==> config.mk <==
export PLATFORM = sky130hd
export DESIGN_NAME = key_debounce_flat
export DESIGN_NICKNAME = d
export VERILOG_FILES = /design/src/rtl/key_debounce_if.sv /design/src/rtl/key_debounce.sv /design/src/flat_wrapper.sv
export SDC_FILE = /design/constraint.sdc
export NUM_CORES = 1
export LEC_CHECK = 0
export CORE_ASPECT_RATIO = 1.75
export CORE_MARGIN = 5
export CORE_UTILIZATION = 47
export CTS_CLUSTER_DIAMETER = 50
export DETAILED_ROUTE_END_ITERATION = 7
export SYNTH_ARGS = -nofsm -noshare
export SYNTH_HDL_FRONTEND = slang
export SYNTH_SLANG_ARGS = --single-unit
==> constraint.sdc <==
create_clock -name ext_clk_25m -period 2.9 [get_ports ext_clk_25m]
set_input_delay 0.87 -clock ext_clk_25m [delete_from_list [all_inputs] [get_ports ext_clk_25m]]
set_output_delay 0.87 -clock ext_clk_25m [all_outputs]
set_load 0.005 [all_outputs]
==> src/rtl/key_debounce_if.sv <==
// Switch-side signal bundle: raw active-low key pin in, debounced level, event strobes and press count out.
// The debouncer uses the slave modport; whatever drives the pin and consumes the events uses master.
interface key_debounce_if;
    logic       key_in;
    logic       key_level;
    logic       press_pulse;
    logic       release_pulse;
    logic       long_pulse;
    logic [7:0] press_count;

    modport master (
        output key_in,
        input  key_level,
        input  press_pulse,
        input  release_pulse,
        input  long_pulse,
        input  press_count
    );

    modport slave (
        input  key_in,
        output key_level,
        output press_pulse,
        output release_pulse,
        output long_pulse,
        output press_count
    );
endinterface

==> src/rtl/key_debounce.sv <==
// Debounces an active-low mechanical key into a clean pressed level with press, release and
// long-press strobes and a wrapping press counter.
//
// state        | meaning
// -------------+-----------------------------------------------------------
// IDLE         | released and stable, waiting for key_s to go low
// PRESS_WAIT   | key_s low, counting dcnt until the press is accepted
// HELD         | press accepted, lcnt counting towards the long-press point
// RELEASE_WAIT | key_s high while pressed, counting dcnt; lcnt frozen
module key_debounce #(
    parameter int unsigned DEBOUNCE_CYCLES = 500_000,
    parameter int unsigned LONG_CYCLES     = 25_000_000
) (
    input  logic           ext_clk_25m,
    input  logic           ext_rst_n,
    key_debounce_if.slave  bus
);

    localparam int unsigned    DW        = (DEBOUNCE_CYCLES > 1) ? $clog2(DEBOUNCE_CYCLES) : 1;
    localparam logic [DW-1:0]  DCNT_LAST = DW'(DEBOUNCE_CYCLES - 1);
    localparam logic [DW-1:0]  DCNT_ONE  = DW'(1);
    localparam logic [24:0]    LCNT_LAST = 25'(LONG_CYCLES - 1);
    localparam logic [24:0]    LCNT_MAX  = '1;

    typedef enum logic [1:0] {
        ST_IDLE         = 2'd0,
        ST_PRESS_WAIT   = 2'd1,
        ST_HELD         = 2'd2,
        ST_RELEASE_WAIT = 2'd3
    } state_t;

    logic          r_sync1;
    logic          r_sync2;
    logic          w_key_s;

    state_t        r_state;
    state_t        w_state_nxt;
    logic [DW-1:0] r_dcnt;
    logic [DW-1:0] w_dcnt_nxt;
    logic [24:0]   r_lcnt;
    logic [24:0]   w_lcnt_nxt;
    logic          r_long_fired;
    logic          w_long_fired_nxt;
    logic          r_key_level;
    logic          w_key_level_nxt;
    logic          r_press_pulse;
    logic          w_press_pulse_nxt;
    logic          r_release_pulse;
    logic          w_release_pulse_nxt;
    logic          r_long_pulse;
    logic          w_long_pulse_nxt;
    logic [7:0]    r_press_count;
    logic [7:0]    w_press_count_nxt;

    // Two-flop synchronizer; idles high so reset looks like a released key.
    always_ff @(posedge ext_clk_25m or negedge ext_rst_n) begin
        if (!ext_rst_n) begin
            r_sync1 <= 1'b1;
            r_sync2 <= 1'b1;
        end else begin
            r_sync1 <= bus.key_in;
            r_sync2 <= r_sync1;
        end
    end

    assign w_key_s = r_sync2;

    always_ff @(posedge ext_clk_25m or negedge ext_rst_n) begin
        if (!ext_rst_n) begin
            r_state <= ST_IDLE;
        end else begin
            r_state <= w_state_nxt;
        end
    end

    always_comb begin
        w_state_nxt         = r_state;
        w_dcnt_nxt          = r_dcnt;
        w_lcnt_nxt          = r_lcnt;
        w_long_fired_nxt    = r_long_fired;
        w_key_level_nxt     = r_key_level;
        w_press_pulse_nxt   = 1'b0;
        w_release_pulse_nxt = 1'b0;
        w_long_pulse_nxt    = 1'b0;
        w_press_count_nxt   = r_press_count;

        case (r_state)
            ST_IDLE: begin
                if (!w_key_s) begin
                    w_state_nxt = ST_PRESS_WAIT;
                    w_dcnt_nxt  = '0;
                end
            end

            ST_PRESS_WAIT: begin
                if (w_key_s) begin
                    w_state_nxt = ST_IDLE;
                end else if (r_dcnt == DCNT_LAST) begin
                    w_state_nxt       = ST_HELD;
                    w_key_level_nxt   = 1'b1;
                    w_press_pulse_nxt = 1'b1;
                    w_lcnt_nxt        = '0;
                    w_long_fired_nxt  = 1'b0;
                    w_press_count_nxt = r_press_count + 8'd1;
                end else begin
                    w_dcnt_nxt = r_dcnt + DCNT_ONE;
                end
            end

            ST_HELD: begin
                // Saturate so a very long hold can never wrap back onto the long-press point.
                if (r_lcnt != LCNT_MAX) begin
                    w_lcnt_nxt = r_lcnt + 25'd1;
                end
                if ((r_lcnt == LCNT_LAST) && !r_long_fired) begin
                    w_long_pulse_nxt = 1'b1;
                    w_long_fired_nxt = 1'b1;
                end
                if (w_key_s) begin
                    w_state_nxt = ST_RELEASE_WAIT;
                    w_dcnt_nxt  = '0;
                end
            end

            ST_RELEASE_WAIT: begin
                if (!w_key_s) begin
                    w_state_nxt = ST_HELD;
                end else if (r_dcnt == DCNT_LAST) begin
                    w_state_nxt         = ST_IDLE;
                    w_key_level_nxt     = 1'b0;
                    w_release_pulse_nxt = 1'b1;
                end else begin
                    w_dcnt_nxt = r_dcnt + DCNT_ONE;
                end
            end

            default: begin
                w_state_nxt = ST_IDLE;
            end
        endcase
    end

    always_ff @(posedge ext_clk_25m or negedge ext_rst_n) begin
        if (!ext_rst_n) begin
            r_dcnt          <= '0;
            r_lcnt          <= '0;
            r_long_fired    <= 1'b0;
            r_key_level     <= 1'b0;
            r_press_pulse   <= 1'b0;
            r_release_pulse <= 1'b0;
            r_long_pulse    <= 1'b0;
            r_press_count   <= 8'd0;
        end else begin
            r_dcnt          <= w_dcnt_nxt;
            r_lcnt          <= w_lcnt_nxt;
            r_long_fired    <= w_long_fired_nxt;
            r_key_level     <= w_key_level_nxt;
            r_press_pulse   <= w_press_pulse_nxt;
            r_release_pulse <= w_release_pulse_nxt;
            r_long_pulse    <= w_long_pulse_nxt;
            r_press_count   <= w_press_count_nxt;
        end
    end

    assign bus.key_level     = r_key_level;
    assign bus.press_pulse   = r_press_pulse;
    assign bus.release_pulse = r_release_pulse;
    assign bus.long_pulse    = r_long_pulse;
    assign bus.press_count   = r_press_count;

endmodule

==> src/flat_wrapper.sv <==
// flat-port wrapper written by rule: the top's interface ports become plain ports
module key_debounce_flat 
#(
    parameter int unsigned DEBOUNCE_CYCLES = 500_000,
    parameter int unsigned LONG_CYCLES     = 25_000_000
)
  (ext_clk_25m, ext_rst_n, bus_key_in, bus_key_level, bus_press_pulse, bus_release_pulse, bus_long_pulse, bus_press_count);
  key_debounce_if bus_i ();
  input  logic ext_clk_25m;
  input  logic ext_rst_n;
  input wire logic [$bits(bus_i.key_in)-1:0] bus_key_in;
  output wire logic [$bits(bus_i.key_level)-1:0] bus_key_level;
  output wire logic [$bits(bus_i.press_pulse)-1:0] bus_press_pulse;
  output wire logic [$bits(bus_i.release_pulse)-1:0] bus_release_pulse;
  output wire logic [$bits(bus_i.long_pulse)-1:0] bus_long_pulse;
  output wire logic [$bits(bus_i.press_count)-1:0] bus_press_count;
  assign bus_i.key_in = bus_key_in;
  assign bus_key_level = bus_i.key_level;
  assign bus_press_pulse = bus_i.press_pulse;
  assign bus_release_pulse = bus_i.release_pulse;
  assign bus_long_pulse = bus_i.long_pulse;
  assign bus_press_count = bus_i.press_count;
  key_debounce #(.DEBOUNCE_CYCLES(DEBOUNCE_CYCLES), .LONG_CYCLES(LONG_CYCLES)) u_core (.ext_clk_25m(ext_clk_25m), .ext_rst_n(ext_rst_n), .bus(bus_i));
endmodule
Word level (Yosys, flattened, before mapping)

Index checks and enable logic that the tools add are counted.

Output and inout port bits: 12
Input bits: 3
Word-level logic and storage cells: 74
Flip-flop bits (word level): 61

Equality and inequality tests: 16
Bitwise logic cells: 1
Reductions and logical operators: 11
Add/subtract/negate cells: 3
Multiplexer cells: 32

Operators with widths:

| kind                                                            | count |
|---|---|
| 19-bit 2-to-1 mux                                               | 5 |
| 19-bit case mux with 4 select lines                             | 1 |
| 25-bit 2-to-1 mux                                               | 3 |
| 25-bit case mux with 2 select lines                             | 1 |
| 25-bit by 1-bit adder with 25-bit output, second input constant | 1 |
| 25-bit == test, second input constant                           | 1 |
| 25-bit != test, second input constant                           | 1 |
| 19-bit by 1-bit adder with 19-bit output, second input constant | 1 |
| 19-bit == test, second input constant                           | 1 |
| 4-bit AND reduction                                             | 4 |
| 1-bit 2-to-1 mux                                                | 13 |
| 2-bit 2-to-1 mux                                                | 6 |
| 2-bit by 1-bit != test with 1-bit output, second input constant | 6 |
| 8-bit by 1-bit adder with 8-bit output, second input constant   | 1 |
| 2-bit case mux with 4 select lines                              | 1 |
| 5-bit AND reduction                                             | 1 |
| 2-bit == test, second input constant                            | 2 |
| 2-bit != test, second input constant                            | 2 |
| 1-bit case mux with 2 select lines                              | 2 |
| 2-bit nonzero test                                              | 2 |
| 3-bit by 1-bit != test with 1-bit output, second input constant | 1 |
| 3-bit != test, second input constant                            | 1 |
| 3-bit AND reduction                                             | 1 |
| 2-bit by 1-bit == test with 1-bit output, second input constant | 1 |
| other kinds (4)                                                 | 4 |

Depth between registers and ports, before layout

Gate-level depths: netlist of run 1.

Depth in word-level cells: 4
Mapped depth: 9
Mapped depth without buffers: 7

Least setup slack after synthesis of run 1

No wires, ideal clock.

Path kind: reg-to-reg
From: reg u_core.r_dcnt[0]
To: reg u_core.r_lcnt[19]
Clock period less this slack: 1951 ps
Stages on the path, launching flop included: 8
Required time: 2770 ps
Buffers on the path: 1
Library setup time: 130 ps
Arrival time: 1821 ps
Path slack: 949 ps
Cell sequence: dfrtp_1 ha_1 nand4_1 nor4_2 and3_2 nor3b_4 buf_6 a21oi_1

Longest elaborated chain between the ends: 3

RTL lines:

| what                                               | RTL line            | text |
|---|---|---|
| start, declared                                    | key_debounce.sv:38  | `logic [DW-1:0] r_dcnt;` |
| start signal, assigned                             | key_debounce.sv:154 | `r_dcnt <= w_dcnt_nxt;` |
| 19-bit == test                                     | key_debounce.sv:98  | `end else if (r_dcnt == DCNT_LAST) begin` |
| 2-bit by 1-bit != test with 1-bit output (no line) | n/a                 |  |
| 4-bit AND reduction (no line)                      | n/a                 |  |
| end signal, assigned                               | key_debounce.sv:155 | `r_lcnt <= w_lcnt_nxt;` |
| end, declared                                      | key_debounce.sv:40  | `logic [24:0] r_lcnt;` |

No other way between the ends.
A chain may end at the register's enable or synchronous reset.

Worst setup path after layout of run 1

From: reg u_core.r_dcnt[0]
To: reg u_core.r_dcnt[12]

Longest elaborated chain between the ends: 4
Elaborated cells between the ends (all ways): 6
Classes of those cells: add/sub: 1; eq/ne: 1; mux: 4

RTL lines:

| what                                                                              | RTL line                                | text |
|---|---|---|
| 19-bit by 1-bit adder with 19-bit output / 19-bit == test (equally long branches) | n/a                                     |  |
| 19-bit 2-to-1 mux (*)                                                             | key_debounce.sv:98, key_debounce.sv:128 |  |
| 19-bit 2-to-1 mux (on tied branches)                                              | key_debounce.sv:126, key_debounce.sv:96 |  |
| 19-bit case mux with 4 select lines (*)                                           | key_debounce.sv:87                      | `case (r_state)` |

Every way passes the cells marked *; elsewhere a longest branch is shown, timed or not. The select of a mux whose other input is x is not followed.

==> results of run 1 <==
==> final cells by class <==
| type | instances | share of cell area [%] |
|---|---|---|
| Multi-Input combinational cell | 243 | 41.5 |
| Clock buffer | 12 | 6.87 |
| Tap cell | 84 | 2.82 |
| Clock inverter | 4 | 1.88 |
| Sequential cell | 61 | 41.0 |
| Timing Repair Buffer | 18 | 4.43 |
| Inverter | 15 | 1.51 |
==> flip-flops by register name, summed over array words and instances, names as in the netlist, named ones only <==
register and count:
u_core.bus.press_count 8, u_core.r_long_fired 1, u_core.bus.release_pulse 1, u_core.bus.press_pulse 1, u_core.r_lcnt 25, u_core.r_dcnt 19, u_core.r_state 1, u_core.bus.key_level 1
u_core.r_sync1 1, u_core.bus.long_pulse 1, u_core.r_sync2 1
==> cells by family (layout without fill, tap and decap cells) <==
group | Yosys count | after routing | synth area share, %
and+or+nand+nor | 133 | 133 | 24.4
AOI/OAI and AO/OA | 90 | 90 | 17.8
DFF | 61 | 61 | 47.6
buffers and inverters | 30 | 49 | 4.13
xor gates and xnor gates | 12 | 12 | 3.27
muxes | 5 | 5 | 1.60
adders and majority gates | 3 | 3 | 1.17
==> cell usage in the layout (no fill, tap or decap), types with 3 or more instances in the layout <==
cell,count
or3_1,12
ha_1,3
and3_1,5
or4_1,5
a21o_1,4
a22o_1,3
nand2_1,29
o31ai_1,7
xnor2_1,6
dfrtp_1,59
nor2_1,14
and2_1,3
nand3_1,14
inv_1,14
o21ai_0,19
clkbuf_16,9
nand4_1,12
nor3_1,6
nand2b_1,6
a31oi_1,9
nor4b_1,3
nor4_1,4
xor2_1,6
mux2i_1,4
and4_1,7
buf_4,4
clkdlybuf4s50_1,13
a21oi_1,31
a41oi_1,3
==> report_power, final <==
part	internal, uW	switching, uW	leakage [uW]
logic	14.6	37.9	0.000552
clock network	796	370	0.000163
registers	861	9.26	0.000841
total	1670	418	0.00156
==> stage by stage <==
stage	power (uW)	cell area [um^2]	util [%]	std cells
4_1_cts	2120	3730	55.2	437
3_3_place_gp	937	3400	50.4	421
3_5_place_dp	938	3400	50.4	421
6_report	2090	3730	55.2	437
5_1_grt	2160	3730	55.2	437
2_1_floorplan	909	3210	-	334
==> worst reg2reg max path, delay by kind of cell (launching register included) <==
kind                       cells  cell delay [ns]
DFF                            1             0.40
adders and majority gates      1             0.23
and+or+nand+nor                2             0.43
AOI/OAI and AO/OA              3             1.25
==> how the worst min path moves through the flow <==
stage | from | to | slack (ns) | cells after the start
final | u_core.r_sync1 | u_core.r_sync2 | 0.36 | 0
after global routing | u_core.r_sync1 | u_core.r_sync2 | 0.37 | 0
after CTS | u_core.r_sync1 | u_core.r_sync2 | 0.36 | 0
after detailed placement | u_core.r_sync1 | u_core.r_sync2 | 0.35 | 0
after global placement | u_core.r_sync1 | u_core.r_sync2 | 0.35 | 0
after floorplan | u_core.r_sync1 | u_core.r_sync2 | 0.35 | 0
==> routing by layer <==
layer  vias up  routed length, um  track usage [%]
met1      1253               2850             18.9
met4         0                238             9.93
met3        15                206             4.05
li1       1279                  -                -
met5         -                  0                0
met2        46               4090             33.7
==> results.tsv, run 1 <==
metric	value	unit
Synthesized Nets	340	
I/O Pins	15	
Yosys reg bits	61	
asr flop ratio synth	100	%
R2R cell count	6	
Hold WS	0.359	ns
count leader, synth	dfrtp_1	
CP Capture Type	flip-flop	
Post-CTS Setup Bufs	0	
CP cell instances	ha_1, nand4_1, nor2_2, a21oi_2, o21ai_0, a31oi_1	
CP bufs+invs	0	
Post-synth top cells	dfrtp_1 (59), a21oi_1 (31), nand2_1 (29), o21ai_0 (19)	
Bufs on Longest Clock Path	2	
First-pass DRT Iterations	6	
Crit Path Max Fanout	25	
top cell type's share of synthesized area	46.0	%
largest net degree at the start of global routing	26	
Worst path max stage delay	0.83	ns
Final HPWL DP	5410	um
Syn Area/Cell	9.61	um^2
Setup WS post-layout	0.515	ns
width of the die	72.5	um
P_leak	0.00156	uW
drt drc	0	
clock skew	0.00510	ns
row count	40	
worst setup path end	u_core.r_dcnt[12]	
Via density	5.93	
clk_lat worst skew	0.33	ns
fin nets	354	
dpl ws	0.538	ns
worst reg2reg setup slack	0.52	ns
leading area contributor after synthesis	dfrtp_1	
TritonCTS clock tree	done	
period utilisation layout	82.2	%
Tot GR Track Use	18.5	%
Hold-fix buffers, CTS	0	
antenna violations before repair	0	
CP Launch Type	flip-flop	
critical path type	flip-flop to flip-flop	
maximum vdd drop	483	uV
reg2reg end	u_core.r_dcnt[12]	
die area	0.00865	mm^2
Post-synth EDFFs	0	
DR iter-0 viols	175	
Pwr Density	560	mW/mm^2
Netlist cell types	54	
Seq/Total Area, Yosys	47.6	%
Least-Margin Pin Slew	1.07	ns
flip-flop and latch area	0.00153	mm^2
Initial Util	47.5	%
Root Driver	clkbuf_16	
post-route minimum period	2.38	ns
Worst path top cell family by delay	compound AO/OA/AOI/OAI gates	
CP startpoint	u_core.r_dcnt[0]	
vias in the first global route	2587	
# setup viols final	0	
via count	2593	
relative slew slack	28.6	%
number of antenna diodes	0	
ranking of synthesized cells by area	dfrtp_1 (46%), a21oi_1 (4.8%), nand2_1 (3.4%)	
min-delay worst type	flip-flop to flip-flop	
area occupied by multi-input gates	0.00155	mm^2
share of cells above drive strength 1	11.0	%
commonest register cell after synthesis	dfrtp_1	
first-pass GRT wire length	12300	um
die height	119	um
CP arrival	2.63	ns
PostCTS Resize Cnt	0	
setup tns final	0	ns
fmax	419	MHz
Routed Antenna Nets	0	
GPL Wtd Cong	0.819	
mapped cell area	0.00321	mm^2
Slew Viols, Final	0	
fill count	604	
outcome	complete, no violations	
Levels on crit path	6	
port buffer count	14	
H-tree levels	3	
Post-Syn Instances	334	
Worst-path clk slew	0.05	ns
Synth warnings	0	
clk sinks	61	
Area growth syn-to-layout	16.2	%
final hold violations	0	
total CTS buffers	9	
DR WL/cell	16.9	um
Worst path slowest cell	a21oi_2	
RSZ-0062 raised after global routing	no	
# Max-Cap Violations	0	
FF-to-FF Start	u_core.r_dcnt[0]	
routed wire length	7390	um
core outline area	0.00676	mm^2
GRT overflow	0	
Req. time, crit path	3.15	ns
No activity file was read; power rests on OpenSTA's default activity.
==> run 2, diff against run 1 <==
==> constraint.sdc (replaced) <==
create_clock -name ext_clk_25m -period 2.4 [get_ports ext_clk_25m]
set_input_delay 0.72 -clock ext_clk_25m [delete_from_list [all_inputs] [get_ports ext_clk_25m]]
set_output_delay 0.72 -clock ext_clk_25m [all_outputs]
set_load 0.005 [all_outputs]
==> run 2 against run 1 <==
  * Wire length up 2.3%
  * Sequential power up 21%
  * Combinational power up 25%
  * Maximum frequency up 11%
  * Total power up 18%
  * Worst setup slack worse by 0.27 ns
  * Cell count up 2.3%
  * Critical path depth unchanged
  * Core utilization up 1.5 points
  * Global-route usage up 0.69 points
  * Critical endpoint is now u_core.r_lcnt[9]
  * Largest power group unchanged
==> results.tsv, run 2 (same netlist as run 1, synthesis figures left out) <==
metric	value	unit	change
CP Launch Type	flip-flop		
clock skew	0.00594	ns	+0.000841 ns
die height	119	um	unchanged
Initial Util	47.5	%	unchanged
reg2reg end	u_core.r_lcnt[9]		
PostCTS Resize Cnt	0		unchanged
number of antenna diodes	0		unchanged
worst setup path end	u_core.r_lcnt[9]		
flip-flop and latch area	0.00153	mm^2	unchanged
R2R cell count	6		unchanged
antenna violations before repair	0		unchanged
most flop-heavy register	u_core.r_lcnt		
Via density	5.95		+0.29%
Worst path slowest cell	or4_4		
GRT busiest layer	met2		
Setup WS post-layout	0.248	ns	-0.268 ns
Pwr Density	646	mW/mm^2	+15%
Slew Viols, Final	0		unchanged
Area growth syn-to-layout	19.3	%	
post-route minimum period	2.15	ns	-0.232 ns
row count	40		unchanged
Least-Margin Pin Slew	0.625	ns	-0.446 ns
GRT met1 Usage	20.2	%	+1.2 points
Routed Antenna Nets	0		unchanged
relative slew slack	58.0	%	+29 points
core outline area	0.00676	mm^2	unchanged
share of cells above drive strength 1	14.3	%	+3.3 points
fmax	465	MHz	+11%
RSZ-0062 raised after global routing	no		
commonest non-fill, non-tap cell in the layout	dfrtp_1		
critical path type	flip-flop to flip-flop		
die area	0.00865	mm^2	unchanged
Worst-path clk slew	0.05	ns	about the same
TritonCTS clock tree	done		
Crit Path Max Fanout	8		-68%
First-pass DRT Iterations	4		-2
Tot GR Track Use	19.2	%	+0.69 points
FF-to-FF Start	u_core.r_dcnt[12]		
Final HPWL DP	5430	um	+0.45%
H-tree levels	3		unchanged
routed wire length	7550	um	+2.3%
most frequent cells in the layout	dfrtp_1 (59), a21oi_1 (31), nand2_1 (28), o21ai_0 (19)		
Root Driver	clkbuf_16		
CP Capture Type	flip-flop		
vias in the first global route	2710		+4.8%
Hold-fix buffers, CTS	0		unchanged
CP arrival	2.36	ns	-0.27 ns
Bufs on Longest Clock Path	2		unchanged
width of the die	72.5	um	unchanged
DR WL/cell	16.9	um	about the same
GR Util met2	34.4	%	+0.74 points
Worst path max stage delay	0.58	ns	-0.25 ns
CP cell instances	or4_4, nor4_2, and3_2, nor3b_4, buf_4, a21oi_1		
fill count	614		+1.7%
I/O Pins	15		unchanged
clk_lat worst skew	0.33	ns	about the same
CP bufs+invs	1		+1
Levels on crit path	6		unchanged
Post-CTS Setup Bufs	0		unchanged
Largest register FFs	25		unchanged
clk sinks	61		unchanged
total CTS buffers	9		unchanged
Worst path top cell family by delay	simple AND/OR/NAND/NOR gates		
via count	2660		+2.6%
worst reg2reg setup slack	0.25	ns	-0.27 ns
final hold violations	0		unchanged
DR iter-0 viols	145		-17%
min-delay worst type	flip-flop to flip-flop		
period utilisation layout	89.7	%	+7.4 points
fin util	56.7	%	+1.5 points
# setup viols final	0		unchanged
CP startpoint	u_core.r_dcnt[12]		
port buffer count	14		unchanged
GPL Wtd Cong	0.822		+0.34%
outcome	complete, no violations		
P_leak	0.00160	uW	+3.1%
fin nets	365		+3.1%
setup tns final	0	ns	unchanged
GR met3 Demand/Resource	5.24	%	+1.2 points
area occupied by multi-input gates	0.00157	mm^2	+1.0%
dpl ws	0.166	ns	-0.372 ns
drt drc	0		unchanged
Req. time, crit path	2.61	ns	-0.54 ns
# Max-Cap Violations	0		unchanged
maximum vdd drop	618	uV	+28%
GRT overflow	0		unchanged
largest net degree at the start of global routing	62		+140%
first-pass GRT wire length	12900	um	+4.5%
run 2: changes by cell type in the layout (fill, tap and decap cells not counted), sizes merged:
cell      change
clkinvlp      +2
buf          +11
clkbuf        -3
run 2: how the worst min path moves through the flow:
stage | depth (start not counted) | start | to | slack [ns]
floorplan | 0 | u_core.r_sync1 | u_core.r_sync2 | 0.35
global placement | 0 | u_core.r_sync1 | u_core.r_sync2 | 0.35
detailed placement | 0 | u_core.r_sync1 | u_core.r_sync2 | 0.35
CTS | 0 | u_core.r_sync1 | u_core.r_sync2 | 0.36
global route | 0 | u_core.r_sync1 | u_core.r_sync2 | 0.36
finish | 0 | u_core.r_sync1 | u_core.r_sync2 | 0.36
run 2: report_power, final:
part           switching (uW)  internal, uW  total [uW]
clock network             454           901        1360
logic                    45.5          20.3        65.8
registers                11.4          1040        1050
run 2: through the flow:
| stage | hold slack (ns) | cells | total power [uW] | instance area (um^2) |
|---|---|---|---|---|
| 2_1_floorplan | 0.345 | 334 | 1100 | 3210 |
| 3_3_place_gp | 0.349 | 432 | 1130 | 3500 |
| 3_5_place_dp | 0.347 | 432 | 1140 | 3500 |
| 4_1_cts | 0.358 | 447 | 2500 | 3810 |
| 5_1_grt | 0.363 | 447 | 2570 | 3830 |
| 6_report | 0.355 | 447 | 2470 | 3830 |
run 2: cell type report:
| type | instances | area share, % |
|---|---|---|
| Sequential cell | 61 | 39.9 |
| Inverter | 15 | 1.47 |
| Clock inverter | 6 | 2.32 |
| Multi-Input combinational cell | 243 | 40.9 |
| Clock buffer | 9 | 5.88 |
| Timing Repair Buffer | 29 | 6.80 |
| Tap cell | 84 | 2.74 |
run 2: layer usage:
layer | vias up | share of wire [%]
met5 | - | 0
met4 | 0 | 2.8
met3 | 16 | 2.3
met2 | 32 | 56
met1 | 1309 | 39
li1 | 1303 | -
